[config.mk]
export PLATFORM = sky130hd
export DESIGN_NAME = stopwatch_core
export DESIGN_NICKNAME = d
export VERILOG_FILES = /design/src/rtl/stopwatch_core_pkg.sv /design/src/rtl/stopwatch_core_bcd_field_counter.sv /design/src/rtl/stopwatch_core.sv
export SDC_FILE = /design/constraint.sdc
export NUM_CORES = 1
export LEC_CHECK = 0
export ABC_CLOCK_PERIOD_IN_PS = 4100
export BUFFER_PORTS_ARGS = -buffer_cell sky130_fd_sc_hd__buf_2
export CORE_MARGIN = 5
export CORE_UTILIZATION = 40
export DETAILED_ROUTE_END_ITERATION = 7
export GPL_ROUTABILITY_DRIVEN = 1
export PLACE_DENSITY = 0.69
export SLEW_MARGIN = 25
export SYNTH_ARGS = -nofsm -noshare
export SYNTH_HDL_FRONTEND = slang
export SYNTH_SLANG_ARGS = --single-unit
[constraint.sdc]
create_clock -name clk -period 4.1 [get_ports clk]
set_clock_uncertainty 0.15 [all_clocks]
set_input_delay 0.82 -clock clk [delete_from_list [all_inputs] [get_ports clk]]
set_output_delay 0.82 -clock clk [all_outputs]
set_load 0.02 [all_outputs]
[src/rtl/stopwatch_core_pkg.sv]
// Shared definitions for the stopwatch time-keeping core: digit width,
// default field limits, run/pause state encoding and BCD field step helper.
package stopwatch_core_pkg;

    localparam int DIGIT_W     = 4;
    localparam int MIN_MAX_DEF = 59;
    localparam int SEC_MAX_DEF = 59;

    localparam logic [0:0] ST_PAUSED = 1'b0;
    localparam logic [0:0] ST_RUN    = 1'b1;

    typedef logic [DIGIT_W-1:0] bcd_t;

    // Next value of a two-digit BCD field; clears both digits at the field max.
    function automatic logic [2*DIGIT_W-1:0] bcd_field_next(
        input bcd_t tens,
        input bcd_t ones,
        input bcd_t max_tens,
        input bcd_t max_ones
    );
        logic [2*DIGIT_W-1:0] nxt;
        if ((tens == max_tens) && (ones == max_ones)) begin
            nxt = {4'd0, 4'd0};
        end else if (ones == 4'd9) begin
            nxt = {tens + 4'd1, 4'd0};
        end else begin
            nxt = {tens, ones + 4'd1};
        end
        return nxt;
    endfunction

endpackage

[src/rtl/stopwatch_core_bcd_field_counter.sv]
// Two-digit BCD counter wrapping from MAX to 00; carry flags the wrapping increment.
module bcd_field_counter
    import stopwatch_core_pkg::*;
#(
    parameter int MAX = 59
) (
    input  logic               clk,
    input  logic               rst_n,
    input  logic               inc,
    input  logic               clr,
    output logic [DIGIT_W-1:0] tens,
    output logic [DIGIT_W-1:0] ones,
    output logic               carry
);

    localparam bcd_t MAX_TENS = bcd_t'(MAX / 10);
    localparam bcd_t MAX_ONES = bcd_t'(MAX % 10);

    bcd_t tens_q;
    bcd_t ones_q;
    bcd_t tens_d;
    bcd_t ones_d;
    logic at_max_s;

    assign at_max_s = (tens_q == MAX_TENS) && (ones_q == MAX_ONES);
    assign carry    = inc && at_max_s;
    assign tens     = tens_q;
    assign ones     = ones_q;

    // Next-digit selection: clear beats increment.
    always_comb begin
        tens_d = tens_q;
        ones_d = ones_q;
        if (clr) begin
            tens_d = 4'd0;
            ones_d = 4'd0;
        end else if (inc) begin
            {tens_d, ones_d} = bcd_field_next(tens_q, ones_q, MAX_TENS, MAX_ONES);
        end else begin
            tens_d = tens_q;
            ones_d = ones_q;
        end
    end

    // Digit registers.
    always_ff @(posedge clk or negedge rst_n) begin
        if (!rst_n) begin
            tens_q <= 4'd0;
            ones_q <= 4'd0;
        end else begin
            tens_q <= tens_d;
            ones_q <= ones_d;
        end
    end

endmodule

[src/rtl/stopwatch_core.sv]
// Stopwatch MM:SS core: run/pause FSM, adjust-mode muxing and blink phase
// around two BCD field counters.
module stopwatch_core
    import stopwatch_core_pkg::*;
#(
    parameter int MIN_MAX = MIN_MAX_DEF,
    parameter int SEC_MAX = SEC_MAX_DEF
) (
    input  logic               clk,
    input  logic               rst,
    input  logic               tick_1hz,
    input  logic               tick_2hz,
    input  logic               pause_vld,
    input  logic               clr_vld,
    input  logic               adj,
    input  logic               sel,
    output logic [DIGIT_W-1:0] min_tens,
    output logic [DIGIT_W-1:0] min_ones,
    output logic [DIGIT_W-1:0] sec_tens,
    output logic [DIGIT_W-1:0] sec_ones,
    output logic               running,
    output logic               blink
);

    logic [0:0] state_q;
    logic [0:0] state_d;
    logic       blink_q;
    logic       blink_d;
    logic       sec_inc_s;
    logic       min_inc_s;
    logic       sec_carry_s;
    logic       min_carry_s;

    // Field increment muxing; seconds carry only ripples while counting.
    always_comb begin
        sec_inc_s = 1'b0;
        min_inc_s = 1'b0;
        if (adj) begin
            sec_inc_s = tick_2hz && sel;
            min_inc_s = tick_2hz && !sel;
        end else begin
            sec_inc_s = (state_q == ST_RUN) && tick_1hz;
            min_inc_s = sec_carry_s;
        end
    end

    // Run/pause toggle and blink phase next-state.
    always_comb begin
        state_d = state_q;
        blink_d = blink_q;
        if (pause_vld) begin
            state_d = ~state_q;
        end else begin
            state_d = state_q;
        end
        if (!adj) begin
            blink_d = 1'b0;
        end else if (tick_2hz) begin
            blink_d = ~blink_q;
        end else begin
            blink_d = blink_q;
        end
    end

    // FSM and blink registers.
    always_ff @(posedge clk or negedge rst) begin
        if (!rst) begin
            state_q <= ST_PAUSED;
            blink_q <= 1'b0;
        end else begin
            state_q <= state_d;
            blink_q <= blink_d;
        end
    end

    assign running = (state_q == ST_RUN);
    assign blink   = blink_q;

    bcd_field_counter #(.MAX(SEC_MAX)) u_sec (
        .clk   (clk),
        .rst_n (rst),
        .inc   (sec_inc_s),
        .clr   (clr_vld),
        .tens  (sec_tens),
        .ones  (sec_ones),
        .carry (sec_carry_s)
    );

    bcd_field_counter #(.MAX(MIN_MAX)) u_min (
        .clk   (clk),
        .rst_n (rst),
        .inc   (min_inc_s),
        .clr   (clr_vld),
        .tens  (min_tens),
        .ones  (min_ones),
        .carry (min_carry_s)
    );

    // Minutes wrap carry has no consumer: overflow is intentionally not sticky.
    logic unused_s;
    assign unused_s = min_carry_s;

endmodule

=== Word level (Yosys, flattened, before mapping) ===
Index checks and enable logic that the tools add are counted.
W data, S select, Z words.

* Add/sub/neg operators: 4
* Multipliers: 0
* Div/mod/pow operators: 0
* Magnitude comparators: 0
* Equal/unequal tests: 5
* Shift-type cells: 0
* Mux-type cells: 16
* Bitwise logic cells: 2
* Reduce and logical (&&, ||, !) cells: 13

{| class="wikitable"
|+ Operator list
! operator !! count
|-
| $mux W4 || 8
|-
| $mux W8 || 4
|-
| $add A4 B1 Y4 const B || 4
|-
| $eq A4 B3 Y1 const B || 2
|-
| $eq A4 B4 Y1 const B || 2
|-
| $logic_and A1 B1 Y1 || 6
|-
| $reduce_bool A3 Y1 || 2
|-
| $mux W1 || 4
|-
| $reduce_and A2 Y1 || 2
|-
| $reduce_bool A2 Y1 || 2
|-
| $ne A2 B2 Y1 const B || 1
|-
| $not A1 Y1 || 2
|-
| $logic_not A1 Y1 || 1
|}

* Register bits after elaboration: 18
* Bits in latches: 0
* Memory bits (writable): 0
* Bits in read-only memories: 0
* Output and inout port bits: 18
* Memories kept: 0

=== Longest topological paths before layout ===
* Depth after elaboration: 6
* Gate-level depth with buffers: 8

=== Modules after synthesis ===
Synthesis repeated with hierarchy kept, for this count alone.

* Cells, all modules: 111
* Area total of the unflattened synthesis: 1074.8 µm²

{| class="wikitable"
|+ Modules (own cells, without submodules)
! module !! times used !! cells an instance !! area an instance (µm²)
|-
| bcd_field_counter || 2 || 50 || 486.7
|-
| stopwatch_core || 1 || 11 || 101.3
|}

=== Worst setup path after synthesis ===
No wires, ideal clock.

* Kind: input to register
* Start: input adj
* End: register u_min.tens_q[0] (netlist: u_min.tens[0])
* Library setup time: 0.078 ns
* Arrival: 1.966 ns
* Data required time: 3.872 ns
* Slack: 1.906 ns
* Stages on the path: 5
* Buffers on the path: 1
* Cell sequence: and3b_2 -> a41oi_4 -> buf_6 -> or4_1 -> a21oi_1

* Cells in the longest elaborated chain, start to end: 5

{| class="wikitable"
|+ RTL lines
! element !! RTL line !! text
|-
| from (decl) || stopwatch_core.sv:15 || <nowiki>input logic adj,</nowiki>
|-
| $mux W1 || stopwatch_core.sv:38 || <nowiki>if (adj) begin</nowiki>
|-
| $logic_and A1 B1 Y1 || stopwatch_core_bcd_field_counter.sv:26 || <nowiki>assign carry = inc && at_max_s;</nowiki>
|-
| $mux W1 * || stopwatch_core.sv:38 ||
|-
| $reduce_bool A2 Y1 (no line) * || - ||
|-
| $reduce_and A2 Y1 (no line) * || - ||
|-
| to (signal assigned) || stopwatch_core_bcd_field_counter.sv:51 || <nowiki>tens_q <= tens_d;</nowiki>
|-
| to (decl) || stopwatch_core_bcd_field_counter.sv:19 || <nowiki>bcd_t tens_q;</nowiki>
|}

Every way passes the cells marked *; elsewhere a longest branch is shown, timed or not.
A chain may end at the register's enable or synchronous reset.

=== Worst setup path in the final report ===
* Start: register u_sec.ones_q[1] (netlist: u_sec.ones[1])
* End: register u_min.ones_q[3] (netlist: u_min.ones[3])

* Cells in the longest elaborated chain, start to end: 5

{| class="wikitable"
|+ RTL lines
! element !! RTL line !! text
|-
| from (decl) || stopwatch_core_bcd_field_counter.sv:20 || <nowiki>bcd_t ones_q;</nowiki>
|-
| from (signal assigned) || stopwatch_core_bcd_field_counter.sv:52 || <nowiki>ones_q <= ones_d;</nowiki>
|-
| $eq A4 B4 Y1 || stopwatch_core_bcd_field_counter.sv:25 || <nowiki>assign at_max_s = (tens_q == MAX_TENS) && (ones_q == MAX_ONES);</nowiki>
|-
| $logic_and A1 B1 Y1 || stopwatch_core_bcd_field_counter.sv:25 ||
|-
| $logic_and A1 B1 Y1 || stopwatch_core_bcd_field_counter.sv:26 ||
|-
| $mux W1 || stopwatch_core.sv:38 ||
|-
| $reduce_bool A2 Y1 (no line) || - ||
|-
| to (signal assigned) || stopwatch_core_bcd_field_counter.sv:52 ||
|-
| to (decl) || stopwatch_core_bcd_field_counter.sv:20 ||
|}

No other way between the ends.

==> metrics <==
outcome finished, final reports clean; antenna cells 0; drt pass-1 iters 4; # setup viols final 0; Final Hold Fails 0; synthesized instance count 119; Multi-input gate area 596 µm²; Data required, critical path 4.17 ns; first-pass GRT wire length 4.33 mm; Crit. End Element flip-flop; worst vdd ir 0.230 mV; hpwl dp around 1.8 mm; area growth from synthesis to layout 14.3%; Post-Synthesis Cell Area 1110 µm²; crit start category flip-flop; Levels on crit path 6; Clk pin slew, worst setup/hold paths 0.11 ns; number of synthesized register bits 18; clk root buf clkbuf_4; Worst Setup Path Type flip-flop to flip-flop; Cell Rows 19; number of global-route vias before repair around 970; Slew @ Worst Pin 0.858 ns; post-synth top area share 40.4%; fraction of registers with async set/reset 100%; cts repair resizes 0; dominant cell type by area after synthesis dfrtp_1; drt total wl 2.45 mm; Final GP Congestion 0.775; number of flops mapped to enable cells by yosys 0; port buffer count 25; H-tree depth 1; Max FO, Critical Path 13; largest delay contributor family on the critical path simple AND/OR/NAND/NOR gates; Die W 62.8 µm; YS warnings 0; routed len/inst 14.2 µm; DRC viols 0; Max clock buf depth 2; Primary FF master, synth dfrtp_1; # IOs 26; syn nets 133; P per Cell Area 328 nW/µm²; Inserted Clock Buffers 3; clk_lat worst skew 0.31 ns; max cap viols 0; Synth area leaders dfrtp_1 40%, ha_1 6.7%, o21ai_0 4.9%, a21oi_1 4.0%, nand2_1 3.0%; r2r worst-path depth 6; Yosys cell types 38; Max-slew headroom 42.4%; RSZ-0062 raised after global routing false; largest net degree at the start of global routing 22; Initial Util 41.1%; Seq/Total Area, Yosys 40.4%; initial antenna violation count 0; Final Non-Filler Cells 173; fin crit period around 2.3 ns; post-CTS repair timing setup buffer count 0; Clock Sinks 18; Final ANT Viol Nets 0; leakage 0.587 nW; via count 1001; Setup TNS Final 0 ns; DIE AREA 3940 µm²; total power 417 µW; achievable frequency between 400 and 500 MHz; total gr overflow 0; critical-path cell list inv_1 -> ha_1 -> and3b_1 -> a41oi_4 -> or4b_1 -> a31oi_1; share of post-route cells with drive strength above 1 between 20 and 25%; Total GRT Usage 13.4%; initial drt markers 39; Die Ht between 60 and 70 µm; CP peak stage delay 0.55 ns; Vias/cell 5.79; max-slew violations 0; Buf/Inv on CP 1; Storage cell area 450 µm²; CTS tree built; Core Area 2710 µm²; Placed Cells 169; Avg Cell Area, Syn 9.36 µm²; Final Util 47.0%; Hold WC Path Type input pin to async pin; # nets final 157; data arrival time of the critical path approximately 2.3 ns; fin crit share 55.1%; Fill cells 278; CP max-delay cell or4b_1; # hold bufs at CTS 0
==> sequential cells by signal (all words and copies together), names as in the netlist <==
| name | cells |
|---|---|
| u_min.tens | 4 |
| blink | 1 |
| running | 1 |
| u_sec.tens | 4 |
| u_min.ones | 4 |
| u_sec.ones | 4 |
==> final timing paths <==
kind,start,end,slack (ns)
worst max-delay path,u_sec.ones[1]$_DFFE_PN0P_,u_min.ones[3]$_DFFE_PN0P_,1.84
worst min-delay path,rst,u_sec.ones[3]$_DFFE_PN0P_,0.27
worst max register to register,u_sec.ones[1]$_DFFE_PN0P_,u_min.ones[3]$_DFFE_PN0P_,1.84
worst min register to register,running$_DFFE_PN0P_,running$_DFFE_PN0P_,0.34
max in group asynchronous,rst,u_min.ones[2]$_DFFE_PN0P_,3.23
min in group clk,running$_DFFE_PN0P_,running$_DFFE_PN0P_,0.34
==> final cells by class <==
type | count | area share [%]
Multi-Input combinational cell | 88 | 46.8
Sequential cell | 18 | 35.4
Timing Repair Buffer | 25 | 9.83
Tap cell | 31 | 3.05
Clock buffer | 4 | 2.85
Inverter | 7 | 2.06
==> kinds of logic (layout without fill, tap and decap cells) <==
| group | after synthesis | after routing | synth area share, % |
|---|---|---|---|
| AND/OR/NAND/NOR | 47 | 47 | 25.1 |
| multiplexers | 1 | 1 | 1.01 |
| AO/OA/AOI/OAI | 32 | 32 | 19.1 |
| adder cells (fa/ha/maj) | 6 | 6 | 6.74 |
| XOR/XNOR | 2 | 2 | 1.57 |
| flip-flops | 18 | 18 | 40.4 |
| buffers and inverters | 13 | 36 | 6.07 |
==> metrics by stage <==
stage / instance area (µm²) / setup WS [ns] / hold WS [ns]
global placement: 1240 / 1.74 / 0.324
finish: 1270 / 1.84 / 0.271
CTS: 1270 / 1.84 / 0.286
floorplan: 1110 / 1.91 / 0.374
detailed placement: 1240 / 1.68 / 0.327
global route: 1270 / 1.66 / 0.290
==> cells in the final DEF, fill, tap and decap left out, types with 3 or more instances in the layout <==
master | Yosys | routed
clkbuf_4 | 0 | 3
o21ai_0 | 11 | 11
nand2_1 | 9 | 9
ha_1 | 6 | 6
a21oi_1 | 9 | 9
dfrtp_1 | 18 | 18
a22oi_1 | 3 | 3
inv_1 | 7 | 7
buf_2 | 0 | 25
nand3_1 | 4 | 4
nor2_1 | 6 | 6
nor3_1 | 4 | 4
or4_1 | 3 | 3
==> cells in the mapped netlist, drive strengths merged, types with 2 or more instances <==
library cell	number
clkbuf	3
or4b	2
xor2	2
a21oi	9
nand3	4
nor2	6
or3	2
and3	2
o21ai	11
nor3b	2
ha	6
and3b	3
a22oi	3
or4	3
buf	3
and2	2
nand4	2
nand2	9
nor3	4
inv	7
dfrtp	18
a211oi	2
==> layer usage <==
layer | share of wire [%] | global-route usage [%] | up-vias
met4 | 2.0 | 5.84 | 0
met2 | 49 | 21.6 | 35
met1 | 43 | 16.2 | 474
met5 | 0 | 0 | -
met3 | 6.5 | 4.50 | 7
li1 | - | - | 485
==> power breakdown <==
group          leakage (nW)  internal, mW  switching (mW)  total [mW]
combinational         0.321        0.0349          0.0569      0.0918
clock                0.0210        0.0542          0.0592       0.113
sequential            0.245         0.193          0.0190       0.212
(Power assumes the default switching activity.)
